File: src/rtl/int_pkg.sv
// Shared constants and types for the 8-source interrupt priority encoder.
// Also holds the priority-ordering constant used by the CPU interrupt-cycle decoder.
package int_pkg;

  localparam int N_SRC = 8;
  localparam int VEC_W = $clog2(N_SRC);

  // Source 0 is the most urgent; the lowest set index wins arbitration.
  localparam bit PRIO0_IS_LSB = 1'b1;

  typedef enum logic {
    IDLE    = 1'b0,
    PRESENT = 1'b1
  } irq_state_e;

endpackage

File: src/rtl/prio_enc8.sv
// Combinational lowest-set-bit encoder: 8 request bits in, 3-bit index plus valid out.
module prio_enc8
  import int_pkg::*;
(
  input  logic [N_SRC-1:0] req_bits,
  output logic [VEC_W-1:0] idx,
  output logic             valid
);

  // Scan from the top down so the lowest set bit is the last assignment to stick.
  always_comb begin
    idx   = '0;
    valid = |req_bits;
    for (int i = N_SRC - 1; i >= 0; i--) begin
      if (req_bits[i]) begin
        idx = VEC_W'(i);
      end
    end
  end

endmodule

File: src/rtl/int_priority_encoder.sv
// Interrupt front end: latches requests as pending, masks them and presents the
// highest-priority source as a registered vector with an irq/ack handshake.
module int_priority_encoder
  import int_pkg::*;
(
  input  logic             clk,
  input  logic             rst_n,
  input  logic [N_SRC-1:0] req,
  input  logic             mask_we,
  input  logic [N_SRC-1:0] mask_wdata,
  input  logic             ien,
  input  logic             ack,
  output logic             irq,
  output logic [VEC_W-1:0] vec,
  output logic [N_SRC-1:0] pending,
  output logic [N_SRC-1:0] mask
);

  irq_state_e       state_reg;
  logic [N_SRC-1:0] pending_reg;
  logic [N_SRC-1:0] pending_next;
  logic [N_SRC-1:0] mask_reg;
  logic             irq_reg;
  logic [VEC_W-1:0] vec_reg;

  logic [N_SRC-1:0] clr;
  logic [N_SRC-1:0] elig;
  logic [VEC_W-1:0] enc_idx;
  logic             enc_valid;

  // Clear only the presented source, and only in the cycle the CPU acks it.
  generate
    for (genvar gi = 0; gi < N_SRC; gi++) begin : g_clr
      assign clr[gi] = (state_reg == PRESENT) && ack && (vec_reg == VEC_W'(gi));
    end
  endgenerate

  // OR-ing req in after the clear lets a same-cycle set win over the ack clear.
  assign pending_next = (pending_reg & ~clr) | req;
  assign elig         = pending_reg & mask_reg & {N_SRC{ien}};

  prio_enc8 u_prio_enc8 (
    .req_bits (elig),
    .idx      (enc_idx),
    .valid    (enc_valid)
  );

  always_ff @(posedge clk or negedge rst_n) begin
    if (!rst_n) begin
      state_reg   <= IDLE;
      pending_reg <= '0;
      mask_reg    <= '0;
      irq_reg     <= 1'b0;
      vec_reg     <= '0;
    end else begin
      pending_reg <= pending_next;
      if (mask_we) begin
        mask_reg <= mask_wdata;
      end
      case (state_reg)
        IDLE: begin
          if (enc_valid) begin
            vec_reg   <= enc_idx;
            irq_reg   <= 1'b1;
            state_reg <= PRESENT;
          end
        end
        PRESENT: begin
          // vec is frozen here regardless of new requests, mask or ien.
          if (ack) begin
            irq_reg   <= 1'b0;
            state_reg <= IDLE;
          end
        end
        default: begin
          irq_reg   <= 1'b0;
          state_reg <= IDLE;
        end
      endcase
    end
  end

  assign irq     = irq_reg;
  assign vec     = vec_reg;
  assign pending = pending_reg;
  assign mask    = mask_reg;

endmodule
File: config.mk
export PLATFORM = sky130hd
export DESIGN_NAME = int_priority_encoder
export DESIGN_NICKNAME = d
export VERILOG_FILES = /design/src/rtl/int_pkg.sv /design/src/rtl/prio_enc8.sv /design/src/rtl/int_priority_encoder.sv
export SDC_FILE = /design/constraint.sdc
export NUM_CORES = 1
export LEC_CHECK = 0
export CAP_MARGIN = 15
export CORE_MARGIN = 1.5
export CORE_UTILIZATION = 39
export CTS_BUF_LIST = sky130_fd_sc_hd__clkbuf_8
export CTS_CLUSTER_SIZE = 40
export DETAILED_ROUTE_END_ITERATION = 8
export HOLD_SLACK_MARGIN = 0.15
export PLACE_DENSITY = 0.77
export SYNTH_ARGS = -nofsm -noshare
export SYNTH_HDL_FRONTEND = slang
export SYNTH_HIERARCHICAL = 1
export SYNTH_SLANG_ARGS = --single-unit
File: constraint.sdc
create_clock -name clk -period 1.8 [get_ports clk]
set_clock_uncertainty 0.15 [all_clocks]
set_input_delay 0.36 -clock clk [delete_from_list [all_inputs] [get_ports clk]]
set_output_delay 0.36 -clock clk [all_outputs]
set_load 0.05 [all_outputs]
; After elaboration in Yosys (flattened, before gate mapping)
; Index checks and enable logic that the tools add are counted.
[word_totals]
ff_bits = 21
input_bits = 21
out_inout_bits = 20
word_cells = 47
[classes]
n_eq_ne = 9
n_mux = 14
n_bitwise = 6
n_reduce_logical = 13
[op_table]
columns = cell, n
row1 = bitwise AND 8 bit, 3
row2 = 2-to-1 mux 3 bit, 8
row3 = "== test 3 bit, second input constant", 4
row4 = logical AND 1 bit, 9
row5 = inverter 8 bit, 1
row6 = bitwise OR 8 bit, 1
row7 = OR reduction 8 bit, 1
row8 = "== test 3 x 2 -> 1 bit, second input constant", 2
row9 = 2-to-1 mux 1 bit, 4
row10 = "inequality test 2 bit, second input constant", 2
row11 = one-hot mux 1 bit (2 select lines), 2
row12 = AND reduction 2 bit, 2
row13 = "== test 3 x 1 -> 1 bit, second input constant", 1
row14 = zero test 3 bit, 1
row15 = inverter 1 bit, 1

; Longest topological paths before layout
; Gate-level depths: netlist (run 1).
[logic_depth]
depth_word = 10
depth_mapped = 5

; Hierarchy
; The synthesis (run 1) kept the hierarchy.
[by_module_without_submodules]
columns = module, n_inst, cells_per_inst, area_per_inst_um2
row1 = int_priority_encoder, 1, 74, 922.1
row2 = prio_enc8, 1, 13, 81.3

; Worst setup path after synthesis (run 1)
; No wires, ideal clock.
[synth_timing]
path_kind = flip-flop to flip-flop
startpoint = register mask_reg[4], in the netlist mask[4]
endpoint = register vec_reg[0], in the netlist vec[0]
setup_ps = 125
arrival_time_ps = 1677
setup_slack_ps = -152
stages_incl_launch_ff = 6
period_less_slack_ps = 1952
path_cell_list = dfrtp_1 -> and3_1 -> nor4_2 -> nand3_1 -> nor2b_4 -> mux2_4
[synth_via]
elab_cells_between_ends = 9
classes_between = mux: 5 / bitwise: 2 / reduce/logical: 2
[synth_rtl]
columns = element, line
row1 = from (decl), int_priority_encoder.sv:22  ; logic [N_SRC-1:0] mask_reg;
row2 = from (signal assigned), int_priority_encoder.sv:58  ; mask_reg <= mask_wdata;
row3 = bitwise AND 8 bit (2 in a row), int_priority_encoder.sv:40  ; assign elig = pending_reg & mask_reg & {N_SRC{ien}};
row4 = named net elig[4], int_priority_encoder.sv:27  ; logic [N_SRC-1:0] elig;
row5 = OR reduction 8 bit, prio_enc8.sv:13  ; valid = |req_bits;
row6 = named net enc_valid, int_priority_encoder.sv:29  ; logic enc_valid;
row7 = AND reduction 2 bit (no line), n/a
row8 = to (signal assigned), int_priority_encoder.sv:63  ; vec_reg <= enc_idx;
row9 = to (decl), int_priority_encoder.sv:24  ; logic [VEC_W-1:0] vec_reg;
; The timed path passes the listed nets, and every way through them passes these cells.
; A chain may end at the register's enable or synchronous reset.

; Worst setup path in the final report (run 1)
[layout_timing]
startpoint = register mask_reg[7], in the netlist mask[7]
endpoint = register vec_reg[1], in the netlist vec[1]
; Same word-level chain as after synthesis.

==> metrics.csv, run 1 <==
metric;value;unit
postPlaceCellArea;1490;um2
regToRegEndpoint;vec[1]$_DFFE_PN0P_;
clk_pin_slew;0.07;ns
drive_gt1_share;44.5;%
dr_total_vias;849;
most-common-layout-cells;sky130_fd_sc_hd__buf_4 (25), sky130_fd_sc_hd__clkdlybuf4s50_1 (19), sky130_fd_sc_hd__dfrtp_1 (14);
power.net_switching;0.797;mW
tritoncts_buffer_count;3;
mostFrequentLayoutCell;sky130_fd_sc_hd__buf_4;
critPathKind;flop to flop;
drt_iter0_drc;23;
detail_route.first_pass.iterations;4;
grt_overflow_total;0;
floorplan.die.width;53.7;um
route.detailed.vias_per_inst;5.08;
run_status;completed;
clock_path_buffers;2;
synth.yosys.seq_area_share;52.4;%
clock_insertion_delay_worst_skew;0.26;ns
tritoncts;done;
yosysWarnings;6;
crit_path_end_kind;flop;
placementRows;18;
biggest_fanout_along_the_worst_timing_path;4;
worstRegToRegCells;5;
total_power;1.98;mW
worst-r2r-setup-slack;0.08;ns
peakVddDrop;1.06;mV
p_leak;0.677;nW
clkPwrFrac;14.8;%
synth.lib_cells_used.distinct;24;
layout_worst_path_cycle_share;95.6;%
mappedNetlistArea;1000;um2
hold_class;input port to async pin;
worst_endpoint_data_arrival_time;1.72;ns
core-area;2450;um2
worst_ep_required_time;1.80;ns
syn_nets;108;
setup.worst_path.start_class;flop;
worst_slew_pin_slew;0.439;ns
post-route-min-period;1.72;ns
post-dp-hpwl;1770;um
drtAntennaViolNets;0;
cts_hold_buffers;0;
initial_antenna_violation_count;0;
io_pins;41;
global_placement_routability_congestion;0.802;
drt-wirelength-per-cell;14.4;um
total_setup_violations_reported_at_the_end_of_the_flow;0;
total_wirelength_of_the_detailed_routed_design;2400;um
dieArea;2890;um2
combPwrFrac;47.8;%
cts.htree.levels;1;
setup_tns_final;0;ns
internal_power;1.19;mW
rsz_0062_raised_after_global_routing;false;
ys_ff_latch;21;
nets;159;
cts_root_buf;sky130_fd_sc_hd__clkbuf_8;
numPortBuffers;40;
power-per-cell-area;1260;nW/um2
power.switching_fraction;40.2;%
maximum_number_of_pins_on_one_net_before_global_route_repair;22;
worst_slew_margin_rel;70.7;%
grt_pass1_wl;3970;um
timing.final.max_slew_violations;0;
n_antenna_cell;0;
post-route-drc-count;0;
utilization;64.1;%
count_of_max_cap_constraint_violations;0;
fillerInstances;188;
synthesis.area_per_instance;11.5;um2
tritoncts_num_sinks;21;
grtUsageTotal;19.6;%
initial_utilization;40.9;%
number_of_instances_in_the_synthesized_netlist;87;
post-route-cell-area;1570;um2
hold_viol_final;0;
area.growth.synth_to_final;56.7;%
die_height;53.7;um
pwr-share-seq;37.4;%
timing.rr.start;mask[7]$_DFFE_PN0P_;
fmaxAchievable;0.581;GHz
first_global_vias;905;
## cell type report
type	instances	area, um2	area share (%)
multi-input combinational	59	472	30.0
clock inverter	1	3.75	0.239
timing repair buffer	49	469	29.8
sequential	21	534	34.0
inverter	4	15.0	0.955
tap	30	37.5	2.39
clock buffer	3	41.3	2.63
## cells by family (layout without fill, tap and decap cells)
group / Yosys count / in the layout / share of synthesized area (%)
multiplexers: 11 / 11 / 13.5
AO/OA/AOI/OAI: 15 / 15 / 11.3
AND/OR/NAND/NOR: 33 / 33 / 19.8
buffers and inverters: 7 / 57 / 2.99
flip-flops: 21 / 21 / 52.4
## Yosys cell counts (all sizes together)
master,instances,area share [%]
a21o,1,0.87
nor4,1,1.2
dfrtp,21,52
nor2b,2,2.0
a41oi,2,3.2
and3b,2,1.9
and3,9,5.7
o21ai,1,0.50
o21bai,1,0.75
nor2,12,4.5
a21oi,7,3.5
buf,3,1.5
o41ai,1,0.87
a21boi,1,0.75
inv,4,1.5
nor3b,4,3.0
mux2,11,13
o2bb2ai,1,0.87
nor3,2,1.0
nand3,1,0.50
## critical path, cell delays in order, from the launching register on
cell	delay [ns]
sky130_fd_sc_hd__dfrtp_2	0.42
sky130_fd_sc_hd__and3_1	0.23
sky130_fd_sc_hd__nor4_4	0.26
sky130_fd_sc_hd__nand3_2	0.10
sky130_fd_sc_hd__nor2b_4	0.16
sky130_fd_sc_hd__mux2_4	0.30
## how the worst max path moves through the flow
stage,start,to
after detailed placement,ien,vec[1]$_DFFE_PN0P_
after floorplan,mask[6]$_DFFE_PN0P_,vec[0]$_DFFE_PN0P_
after global placement,ien,vec[0]$_DFFE_PN0P_
after global routing,mask[7]$_DFFE_PN0P_,vec[1]$_DFFE_PN0P_
after CTS,mask[6]$_DFFE_PN0P_,vec[1]$_DFFE_PN0P_
final,mask[7]$_DFFE_PN0P_,vec[1]$_DFFE_PN0P_
## power groups by stage
stage	Combinational (mW)	Clock [mW]	Sequential [mW]
floorplan	0.321	0	0.949
global placement	0.912	0	0.746
detailed placement	0.928	0	0.750
CTS	0.933	0.306	0.741
global route	0.997	0.325	0.760
finish	0.947	0.293	0.742
## metal layers
layer | wire, um | vias to the layer above | track usage, % | share of wire (%)
met5 | 0 | - | 0 | 0
met4 | 8 | 0 | 9.83 | 0.33
met3 | 110 | 2 | 3.06 | 4.6
met2 | 1290 | 29 | 35.2 | 54
met1 | 989 | 405 | 22.2 | 41
li1 | - | 413 | - | -
## timing repair
| item | 4_1_cts | 5_1_grt |
|---|---|---|
| pin swaps | 1 | 2 |
| setup endpoints to repair | 4 | 3 |
| resized for setup | 3 | 2 |
| buffers inserted | 0 | 3 |
## per-stage QoR
step	setup WS, ns	hold WS, ns	std cells
CTS	0.0325	0.294	164
finish	0.0783	0.291	167
floorplan	-0.0156	-0.0856	87
detailed placement	-0.518	0.372	160
global placement	-0.443	0.377	160
global route	0.0161	0.322	167
No activity file was read; power rests on OpenSTA's default activity.
==> run 2: changes to the inputs <==
ABC_CLOCK_PERIOD_IN_PS = 1800   (was not set)
GPL_ROUTABILITY_DRIVEN = 0   (was not set)
==> results of run 2 <==
No change in the layout: final DEF, timing and power equal those of run 1.
==> run 3: changes to the inputs <==
CTS_CLUSTER_SIZE = 14   (was 40)
SLEW_MARGIN = 10   (was not set)
==> results of run 3 <==
No change in the layout: final DEF, timing and power equal those of run 1.
